### config.mk
export PLATFORM = sky130hd
export DESIGN_NAME = er_fetch_flat
export DESIGN_NICKNAME = d
export VERILOG_FILES = /design/src/rtl/er_fetch_if.sv /design/src/rtl/er_fetch.sv /design/src/flat_wrapper.sv
export SDC_FILE = /design/constraint.sdc
export NUM_CORES = 1
export LEC_CHECK = 0
export ABC_CLOCK_PERIOD_IN_PS = 4990
export CAP_MARGIN = 40
export CORE_UTILIZATION = 50
export DETAILED_ROUTE_END_ITERATION = 12
export PLACE_DENSITY = 0.74
export RECOVER_POWER = 25
export SYNTH_ARGS = -nofsm -noshare
export SYNTH_HDL_FRONTEND = slang
export SYNTH_SLANG_ARGS = --single-unit
### constraint.sdc
create_clock -name clk -period 4.99 [get_ports clk]
set_clock_uncertainty 0.1 [all_clocks]
set_input_delay 1.497 -clock clk [delete_from_list [all_inputs] [get_ports clk]]
set_output_delay 1.497 -clock clk [all_outputs]
set_load 0.01 [all_outputs]
### src/rtl/er_fetch_if.sv
// er_fetch_if: command stream between the fetch unit and the command decoder.
//
// Handshake: a word transfers on every rising clk edge where cmd_valid and
// cmd_ready are both high. Once cmd_valid is raised, the producer holds it and
// cmd_data steady until the transfer happens. cmd_ready may change freely and
// does not depend on cmd_valid.
//
// Signals:
//   cmd_valid  producer -> consumer  cmd_data holds a command
//   cmd_ready  consumer -> producer  consumer accepts the word this cycle
//   cmd_data   producer -> consumer  command word (WORD bits)
//
// Modports: master = producer (er_fetch), slave = consumer (decoder).
interface er_fetch_if #(
  parameter int WORD = 32
) ();
  logic            cmd_valid;
  logic            cmd_ready;
  logic [WORD-1:0] cmd_data;

  modport master (output cmd_valid, output cmd_data, input cmd_ready);
  modport slave  (input cmd_valid, input cmd_data, output cmd_ready);
endinterface

### src/rtl/er_fetch.sv
// er_fetch: Earthrise command fetch unit.
//
// Walks the command list from start_addr through a read-only port with a
// fixed 2-cycle read latency, and streams each command word to the drawing
// core. A 4-entry fall-through buffer plus credit accounting keeps one word
// per cycle flowing without ever overflowing. A STOP word (opcode 4'h0) ends
// the walk; done pulses once the buffer has drained.
//
// Optional feature macro: ERFETCH_JUMP_EN
//   defined   -> opcode 4'hE is a JUMP: consumed, pc <= low ADDRW bits.
//   undefined -> opcode 4'hE is an ordinary command and is delivered.
//
// Ports:
//   clk, rst      clock, synchronous active-high reset
//   start         start pulse (ignored while busy), start_addr sampled with it
//   abort         flush everything and return to IDLE (highest priority)
//   busy          high while a fetch is in progress
//   done          one-cycle pulse when the fetch completed normally
//   addr_er       registered list read address
//   dout_er       list read data, valid 2 cycles after addr_er
//   cmd           command stream (er_fetch_if.master)
//   state_dbg     current FSM state (IDLE=0, FETCH=1, DRAIN=2)
//   credit_dbg    words buffered plus reads in flight (never above 4)
module er_fetch #(
  parameter int WORD  = 32,
  parameter int ADDRW = 9
) (
  input  logic             clk,
  input  logic             rst,
  input  logic             start,
  input  logic [ADDRW-1:0] start_addr,
  input  logic             abort,
  output logic             busy,
  output logic             done,
  output logic [ADDRW-1:0] addr_er,
  input  logic [WORD-1:0]  dout_er,
  er_fetch_if.master       cmd,
  output logic [1:0]       state_dbg,
  output logic [2:0]       credit_dbg
);

  typedef enum logic [1:0] {
    IDLE  = 2'd0,
    FETCH = 2'd1,
    DRAIN = 2'd2
  } state_t;

  localparam logic [3:0] OP_STOP = 4'h0;
`ifdef ERFETCH_JUMP_EN
  localparam logic [3:0] OP_JUMP = 4'hE;
`endif

  state_t           state;
  logic [ADDRW-1:0] pc;
  // addr_v: addr_er carries a live read this cycle.
  // rd_v:   return shift; rd_v[1] means dout_er holds live data now.
  logic             addr_v;
  logic [1:0]       rd_v;

  logic [WORD-1:0]  fifo_mem [4];
  logic [1:0]       wr_ptr;
  logic [1:0]       rd_ptr;
  logic [2:0]       count;
  logic [2:0]       count_next;
  logic [2:0]       occupancy;
  logic [2:0]       occ_after;

  logic [3:0]       opcode;
  logic             stop_hit;
  logic             jump_hit;
  logic             push;
  logic             pop;
  logic             issue;

  assign cmd.cmd_valid = (count != 3'd0);
  assign cmd.cmd_data  = (count != 3'd0) ? fifo_mem[rd_ptr] : '0;
  assign busy          = (state != IDLE);
  assign state_dbg     = state;
  assign credit_dbg    = occupancy;

  always_comb begin
    opcode   = dout_er[WORD-1 -: 4];
    stop_hit = rd_v[1] && (opcode == OP_STOP);
`ifdef ERFETCH_JUMP_EN
    jump_hit = rd_v[1] && (opcode == OP_JUMP);
`else
    jump_hit = 1'b0;
`endif
    push       = rd_v[1] && !stop_hit && !jump_hit;
    pop        = cmd.cmd_valid && cmd.cmd_ready;
    count_next = count + {2'b00, push} - {2'b00, pop};
    occupancy  = count + {2'b00, addr_v} + {2'b00, rd_v[0]} + {2'b00, rd_v[1]};
    // Credit is judged on next cycle's occupancy: a pop this cycle frees a
    // slot in time, which is what lets the loop sustain one word per cycle.
    // A pop implies count >= 1, so the subtraction cannot underflow.
    occ_after  = occupancy - {2'b00, pop};
    issue      = (state == FETCH) && !stop_hit && !jump_hit && (occ_after < 3'd4);
  end

  always_ff @(posedge clk) begin
    if (push) fifo_mem[wr_ptr] <= dout_er;
  end

  always_ff @(posedge clk) begin
    if (rst) begin
      state   <= IDLE;
      pc      <= '0;
      addr_er <= '0;
      addr_v  <= 1'b0;
      rd_v    <= 2'b00;
      wr_ptr  <= 2'd0;
      rd_ptr  <= 2'd0;
      count   <= 3'd0;
      done    <= 1'b0;
    end else if (abort) begin
      state   <= IDLE;
      addr_v  <= 1'b0;
      rd_v    <= 2'b00;
      wr_ptr  <= 2'd0;
      rd_ptr  <= 2'd0;
      count   <= 3'd0;
      done    <= 1'b0;
    end else begin
      done   <= 1'b0;
      addr_v <= 1'b0;
      rd_v   <= {rd_v[0], addr_v};
      if (push) wr_ptr <= wr_ptr + 2'd1;
      if (pop)  rd_ptr <= rd_ptr + 2'd1;
      count <= count_next;

      case (state)
        IDLE: begin
          if (start) begin
            // The first read goes out on the start edge itself.
            addr_er <= start_addr;
            pc      <= start_addr + ADDRW'(1);
            addr_v  <= 1'b1;
            state   <= FETCH;
          end
        end
        FETCH: begin
          if (stop_hit) begin
            // Everything fetched past STOP is dropped.
            addr_v <= 1'b0;
            rd_v   <= 2'b00;
            if (count_next == 3'd0) begin
              state <= IDLE;
              done  <= 1'b1;
            end else begin
              state <= DRAIN;
            end
          end else if (jump_hit) begin
            addr_v <= 1'b0;
            rd_v   <= 2'b00;
            pc     <= dout_er[ADDRW-1:0];
          end else if (issue) begin
            addr_er <= pc;
            pc      <= pc + ADDRW'(1);
            addr_v  <= 1'b1;
          end
        end
        DRAIN: begin
          if (count_next == 3'd0) begin
            state <= IDLE;
            done  <= 1'b1;
          end
        end
        default: state <= IDLE;
      endcase
    end
  end

endmodule

### src/flat_wrapper.sv
// flat-port wrapper written by rule: the top's interface ports become plain ports
module er_fetch_flat 
#(
  parameter int WORD  = 32,
  parameter int ADDRW = 9
)
  (clk, rst, start, start_addr, abort, busy, done, addr_er, dout_er, state_dbg, credit_dbg, cmd_cmd_valid, cmd_cmd_data, cmd_cmd_ready);
  er_fetch_if #(.WORD(WORD)) cmd_i ();
  input  logic clk;
  input  logic rst;
  input  logic start;
  input  logic [ADDRW-1:0] start_addr;
  input  logic abort;
  output logic busy;
  output logic done;
  output logic [ADDRW-1:0] addr_er;
  input  logic [WORD-1:0] dout_er;
  output logic [1:0] state_dbg;
  output logic [2:0] credit_dbg;
  output wire logic [$bits(cmd_i.cmd_valid)-1:0] cmd_cmd_valid;
  output wire logic [$bits(cmd_i.cmd_data)-1:0] cmd_cmd_data;
  input wire logic [$bits(cmd_i.cmd_ready)-1:0] cmd_cmd_ready;
  assign cmd_cmd_valid = cmd_i.cmd_valid;
  assign cmd_cmd_data = cmd_i.cmd_data;
  assign cmd_i.cmd_ready = cmd_cmd_ready;
  er_fetch #(.WORD(WORD), .ADDRW(ADDRW)) u_core (.clk(clk), .rst(rst), .start(start), .start_addr(start_addr), .abort(abort), .busy(busy), .done(done), .addr_er(addr_er), .dout_er(dout_er), .cmd(cmd_i), .state_dbg(state_dbg), .credit_dbg(credit_dbg));
endmodule
==> run_results.csv <==
group,metric,value,unit
outcome,status,"finished clean",
critical_path,critical_path_buf_inv_count,1,
floorplan,die-area,0.0139,mm^2
logic_synthesis,ys.warnings.count,0,
finish,syn2layout_area_growth,26.5,%
critical_path,crit_required,3.39,ns
timing,slew_viol_final,0,
routing,drc,0,
pwr,leakage,2.83,nW
place,port_buffers,94,
clock_network,clk_pin_slew_worst_paths,0.06,ns
timing,max_freq,0.228,GHz
worst_hold_path,min_to,"u_core.pc[8]",
routing,final_antenna_net_count,0,
finish,final_nets,584,
logic_synthesis,synth.most_common_cell,"edfxtp_1",
logic_synthesis,ys_seq_area_frac,0.670,
clock_network,worstSkewPairLatency,0.42,ns
critical_path,reg2reg_from,"u_core.count[0]",
clock_network,cts_root_buf,"clkbuf_16",
critical_path,crit_fanout,4,
critical_path,crit_start,"u_core.count[0]",
critical_path,worst_setup_path_start_kind,"flop",
grt,antenna_found_initial,0,
critical_path,crit_top_cell,"fa_1",
pwr,power,2.94,mW
clock_network,cts_tree,"built",
clock_network,ctsHoldBuffers,0,
pwr,max-vdd-ir-drop,175,uV
logic_synthesis,synth_cell_types,52,
worst_hold_path,holdCritPathClass,"flop to flop",
critical_path,slowest_stage,"clkdlybuf4s50_1",
logic_synthesis,synth_fp_nets,480,
timing,holdWs,0.378,ns
logic_synthesis,synth-edff-count,128,
critical_path,critPathTopFamily,"adder cells",
clock_network,cts_num_sinks,161,
clock_network,numCtsBuffers,17,
floorplan,die-height,118,um
critical_path,reg2reg_depth,8,
routing,drt_pass1_iterations,4,
worst_hold_path,hold_start,"u_core.pc[8]",
grt,grt_usage,0.197,
place,dpl_cell_area,0.00788,mm^2
routing,wirelength,12.7,mm
place,place_congestion,0.832,
critical_path,critical-path-max-stage-delay,0.61,ns
routing,vias_per_cell,5.48,
timing,hold_viol,0,
timing,tns,0,ns
timing,setup_viol,0,
floorplan,io_pins,95,
grt,grt_pass1_vias,4067,
logic_synthesis,yosysTopAreaCellShare,0.572,
clock_network,cts_setup_buffers,0,
floorplan,num_rows,41,
place,post-place-cells,678,
grt,grt_max_degree,36,
logic_synthesis,syn_inst,421,
finish,antennaDiodeCount,0,
logic_synthesis,netlist_top_cells_area,"edfxtp_1, mux4_2, dfxtp_1",
timing,maxSlewHeadroom,0.500,
critical_path,crit_chain,"fa_1, ha_1, fa_1, xor2_1, clkdlybuf4s50_1",
timing,min_period,4.38,ns
critical_path,end_kind,"output port",
worst_hold_path,hold_depth,2,
timing,fin_crit_sh,0.879,
routing,drt_iter0_drc,251,
finish,final_cell_count_no_fill,710,
logic_synthesis,synth-main-ff-cell,"edfxtp_1",
logic_synthesis,ys_ff_latch,161,
critical_path,rrSetupSlack,1.77,ns
clock_network,htreeDepth,4,
pwr,p_per_area,346,mW/mm^2
clock_network,ctsResizeCount,0,
floorplan,die_x,118,um
logic_synthesis,synth_area,0.00672,mm^2
clock_network,cts.path.max_buffers,2,
critical_path,worstPathArrival,2.79,ns
logic_synthesis,synth-async-reset-ratio,0,
run,maxCapViolations,0,
logic_synthesis,yosys-top-cells-count,"edfxtp_1, and2_1, dfxtp_1, mux4_2, nor2_1",
timing,rsz0062_at_grt,"no",
critical_path,r2r-end,"u_core.pc[7]",
grt,gr-total-overflow,0,
logic_synthesis,yosys.area.top_type,"edfxtp_1",
finish,fin_area,0.00850,mm^2
floorplan,initial_core_util,0.522,
place,dp_hpwl,8.46,mm
routing,vias,3892,
finish,drive_above_1_share,0.164,
logic_synthesis,syn-mean-instance-area,16.0,um^2
grt,grt_pass1_wl,20.7,mm
floorplan,core_area,0.0129,mm^2
critical_path,crit_type,"flop to output port",
timing,tightest_slew,0.748,ns
routing,wl_per_cell,17.8,um
## through the flow
stage,worst slack [ns],util
2_1_floorplan,1.34,-
3_3_place_gp,0.643,0.611
3_5_place_dp,0.419,0.612
4_1_cts,0.609,0.660
5_1_grt,0.522,0.660
6_report,0.606,0.660
## how the worst max path moves through the flow
stage,endpoint,slack (ns),cells past startpoint
after floorplan,u_core.state_dbg[1],1.34,10
after global placement,u_core.state_dbg[1],0.64,12
after detailed placement,u_core.state_dbg[0],0.42,12
after global routing,credit_dbg[2],0.52,5
after CTS,credit_dbg[2],0.61,5
final,credit_dbg[2],0.61,5
## cell families after synthesis
group                      Yosys count  share of synthesized area
AOI/OAI and AO/OA                   48                     0.0536
xor gates and xnor gates             7                     0.0112
adders and majority gates           13                     0.0276
buffers and inverters               32                     0.0227
DFF                                161                      0.670
muxes                               40                      0.119
and+or+nand+nor                    120                     0.0952
## worst register-to-register path, delay by kind of cell, from the launching register on
family          cells  cell delay [ns]
xor+xnor            1             0.32
compound gates      3             1.01
simple gates        1             0.27
fa+ha+maj           3             1.07
flops               1             0.36
## flip-flops by register name, summed over array words and instances, names as in the netlist, named ones only
| register | count |
|---|---|
| u_core.wr_ptr | 2 |
| u_core.addr_er | 9 |
| u_core.rd_ptr | 2 |
| u_core.fifo_mem | 128 |
| u_core.pc | 9 |
| u_core.done | 1 |
| u_core.addr_v | 1 |
| u_core.count | 3 |
| u_core.state_dbg | 2 |
| u_core.rd_v | 2 |
## placed cells by master, fill, tap and decap left out, types with 2 or more instances in the layout
| cell type | synthesis | layout |
|---|---|---|
| nand3b_1 | 4 | 4 |
| mux2i_1 | 7 | 7 |
| buf_4 | 1 | 11 |
| nor3_1 | 4 | 4 |
| dlygate4sd3_1 | 0 | 21 |
| nor2b_1 | 4 | 4 |
| and3_1 | 4 | 4 |
| and2_2 | 0 | 4 |
| edfxtp_1 | 128 | 128 |
| bufinv_16 | 0 | 4 |
| xor2_1 | 4 | 4 |
| a311oi_1 | 3 | 3 |
| clkinv_4 | 0 | 2 |
| nor2_1 | 25 | 25 |
| o21ai_0 | 7 | 7 |
| a22oi_1 | 3 | 3 |
| nand4b_1 | 2 | 2 |
| and2_1 | 37 | 33 |
| xnor2_1 | 2 | 2 |
| clkinv_2 | 0 | 3 |
| nand4_1 | 3 | 3 |
| a21oi_1 | 12 | 12 |
| nand3_1 | 12 | 12 |
| clkbuf_16 | 0 | 17 |
| clkdlybuf4s50_1 | 0 | 73 |
| nand2b_1 | 3 | 3 |
| mux4_2 | 32 | 32 |
| fa_1 | 3 | 3 |
| a211oi_1 | 5 | 5 |
| ha_1 | 10 | 10 |
| a31oi_1 | 3 | 3 |
| inv_1 | 10 | 10 |
| dfxtp_1 | 33 | 32 |
| nand2_1 | 17 | 17 |
| clkinvlp_4 | 0 | 3 |
| o21a_1 | 2 | 2 |
## cell type report
type	count	area [um^2]
flip-flops and latches	161	4510
fillers	878	4380
multi-input cells	228	2070
repair buffers	107	1060
clock buffers	18	429
well taps	172	215
clock inverters	14	188
inverters	10	37.5
## metal layers
metal  GRT usage  wire length (um)  vias to the layer above
met5           0                 0                        -
met2       0.334              6410                      107
met1       0.240              5510                     1944
met3      0.0480               528                       20
met4      0.0817               215                        0
li1            -                 -                     1821
## power breakdown
group,total (mW),internal (mW),switching (mW)
combinational,0.132,0.0667,0.0655
sequential,1.47,1.46,0.00920
clock,1.34,0.834,0.504
total,2.94,2.36,0.579
Power figures use the tool's default switching activity.
==> edit, RTL diff (same settings) <==
Register the output `state_dbg` once more, with the module's reset; this adds one clock of latency there. The other outputs are not delayed to match.
--- a/src/rtl/er_fetch.sv
+++ b/src/rtl/er_fetch.sv
@@ -75,7 +75,13 @@
   assign cmd.cmd_valid = (count != 3'd0);
   assign cmd.cmd_data  = (count != 3'd0) ? fifo_mem[rd_ptr] : '0;
   assign busy          = (state != IDLE);
-  assign state_dbg     = state;
+  always_ff @(posedge clk) begin
+    if (rst) begin
+      state_dbg <= '0;
+    end else begin
+      state_dbg <= state;
+    end
+  end
   assign credit_dbg    = occupancy;
 
   always_comb begin
Function: changed (a bounded check fails within 4 cycles, from zero or initial values and one cycle with rst high).
==> edit against the unedited design <==
  * Worst setup slack got worse by 200 ps
  * Wire length increased by 2.2%
  * Global-route usage up 0.18 points
  * Synthesized cell count is 1.2% higher
  * Sequential cell count is 2 higher
  * Critical endpoint unchanged
  * Critical path type unchanged
  * Register-to-register slack got worse by 290 ps
  * Area after synthesis increased by 1.3%
  * Final area increased by 0.82%
  * Power fell by 3.0%
==> edit: results (changes against the unedited design) <==
| Metric | Value |
|---|---|
| Status | complete, no violations (unchanged) |
| Via count | 3952 (was 3892) |
| Hold WC Path Type | register to register (unchanged) |
| Syn_nets | 485 (was 480) |
| Mean post-synth cell area | 16.0 µm² (about the same) |
| Min Hold Slack | 365 ps (was 378 ps) |
| Post-synth top flop | edfxtp_1 (unchanged) |
| Largest net degree at the start of global routing | 35 (was 36) |
| Htree depth | 4 (unchanged) |
| 1st-iter DRT viols | 267 (was 251) |
| RePlAce Congestion | 0.844 (was 0.832) |
| Slew @ Worst Pin | 821 ps (was 748 ps) |
| CP max FO | 5 (was 4) |
| Setup WS post-layout | 410 ps (was 606 ps) |
| Leak pwr | 2.82 nW (was 2.83 nW) |
| Leading cell types by total area after synthesis | edfxtp_1 56%, mux4_2 11%, dfxtp_1 10% (was edfxtp_1 57%, mux4_2 11%, dfxtp_1 9.8%) |
| Placed cell area | 8010 µm² (was 7880 µm²) |
| Post-synthesis sequential area ratio | 66.7% (was 67.0%) |
| Worst vdd ir | 0.265 mV (was 0.175 mV) |
| Reg-to-reg slack, setup | 1480 ps (was 1770 ps) |
| Top post-synthesis cells by count | 128 x edfxtp_1, 38 x and2_1, 35 x dfxtp_1, 32 x mux4_2, 23 x nor2_1 (was 128 x edfxtp_1, 37 x and2_1, 33 x dfxtp_1, 32 x mux4_2, 25 x nor2_1) |
| Final nets | 586 (was 584) |
| Fill count | 947 (was 878) |
| Post-synthesis async set-or-reset flop share | 0% (unchanged) |
| Share of cells above drive strength 1 | 17.2% (was 16.4%) |
| Root Buffer | clkbuf_16 (unchanged) |
| Total GRT Usage | 19.9% (was 19.7%) |
| Initial antenna violation count | 1 (was 0) |
| PostCTS Resize Cnt | 0 (unchanged) |
| Distinct cells, synth | 49 (was 52) |
| Place WS | 522 ps (was 419 ps) |
| Finished Layout Cells | 717 (was 710) |
| Worst Path Arrival | 2980 ps (was 2790 ps) |
| TritonCTS buffer count | 17 (unchanged) |
| Cell total after placement | 684 (was 678) |
| HPWL after detailed placement | 8.37 mm (was 8.46 mm) |
| DRT Wirelength | 12.9 mm (was 12.7 mm) |
| Clock slew at reported path FFs | 60 ps (about the same) |
| Number of global-route vias before repair | 4221 (was 4067) |
| First-pass GRT wire length | 21.1 mm (was 20.7 mm) |
| DRT Pass-1 Iters | 4 (unchanged) |
| IO buf count | 94 (unchanged) |
==> edit: cell count changes in the layout (fill, tap and decap cells not counted), sizes merged, moves of 3 or more <==
cell / change
o21ai: -4
clkbuf: +3
inv: +3
mux2i: +3
nand2: +3
or4: +3
==> edit: final timing paths <==
path,from,to,depth (start not counted)
worst max-delay path,u_core.count[0],credit_dbg[2],6
worst min-delay path,u_core.pc[1],u_core.pc[1],2
worst max register to register,u_core.count[0],u_core.addr_er[5],10
worst min register to register,u_core.pc[1],u_core.pc[1],2
==> edit: power by group <==
group	internal, W	leakage [nW]	switching [W]
combinational	0.0000675	1.11	0.0000680
sequential	0.00147	1.44	0.00000802
clock	0.000742	0.270	0.000491
total	0.00228	2.82	0.000567
==> edit: final cells by class <==
cell class | instances | area [µm²] | share of cell area, %
Inverter | 14 | 52.6 | 0.613
Clock buffer | 21 | 450 | 5.26
Antenna cell | 1 | 2.50 | 0.0292
Timing Repair Buffer | 105 | 1090 | 12.8
Sequential cell | 163 | 4550 | 53.1
Clock inverter | 11 | 111 | 1.30
Multi-Input combinational cell | 226 | 2090 | 24.4
Tap cell | 176 | 220 | 2.57
==> edit: metal layers <==
| layer | track usage, % | vias up | share of wire [%] |
|---|---|---|---|
| met5 | 0 | - | 0 |
| met4 | 7.12 | 0 | 1.4 |
| met3 | 5.55 | 21 | 5.1 |
| met2 | 33.7 | 115 | 51 |
| met1 | 24.3 | 1993 | 43 |
| li1 | - | 1823 | - |
==> edit: kinds of logic after synthesis <==
group	synth area share (%)
xor+xnor	1.29
flops	66.7
compound gates	4.83
simple gates	9.44
fa+ha+maj	2.72
buf+inv	2.59
mux	12.4
==> edit: critical path, cell delays in order, from the launching register on <==
cell and delay, ps:
dfxtp_1 370, fa_1 570, ha_1 140, inv_1 50
fa_1 380, xnor2_1 410, clkdlybuf4s50_1 640
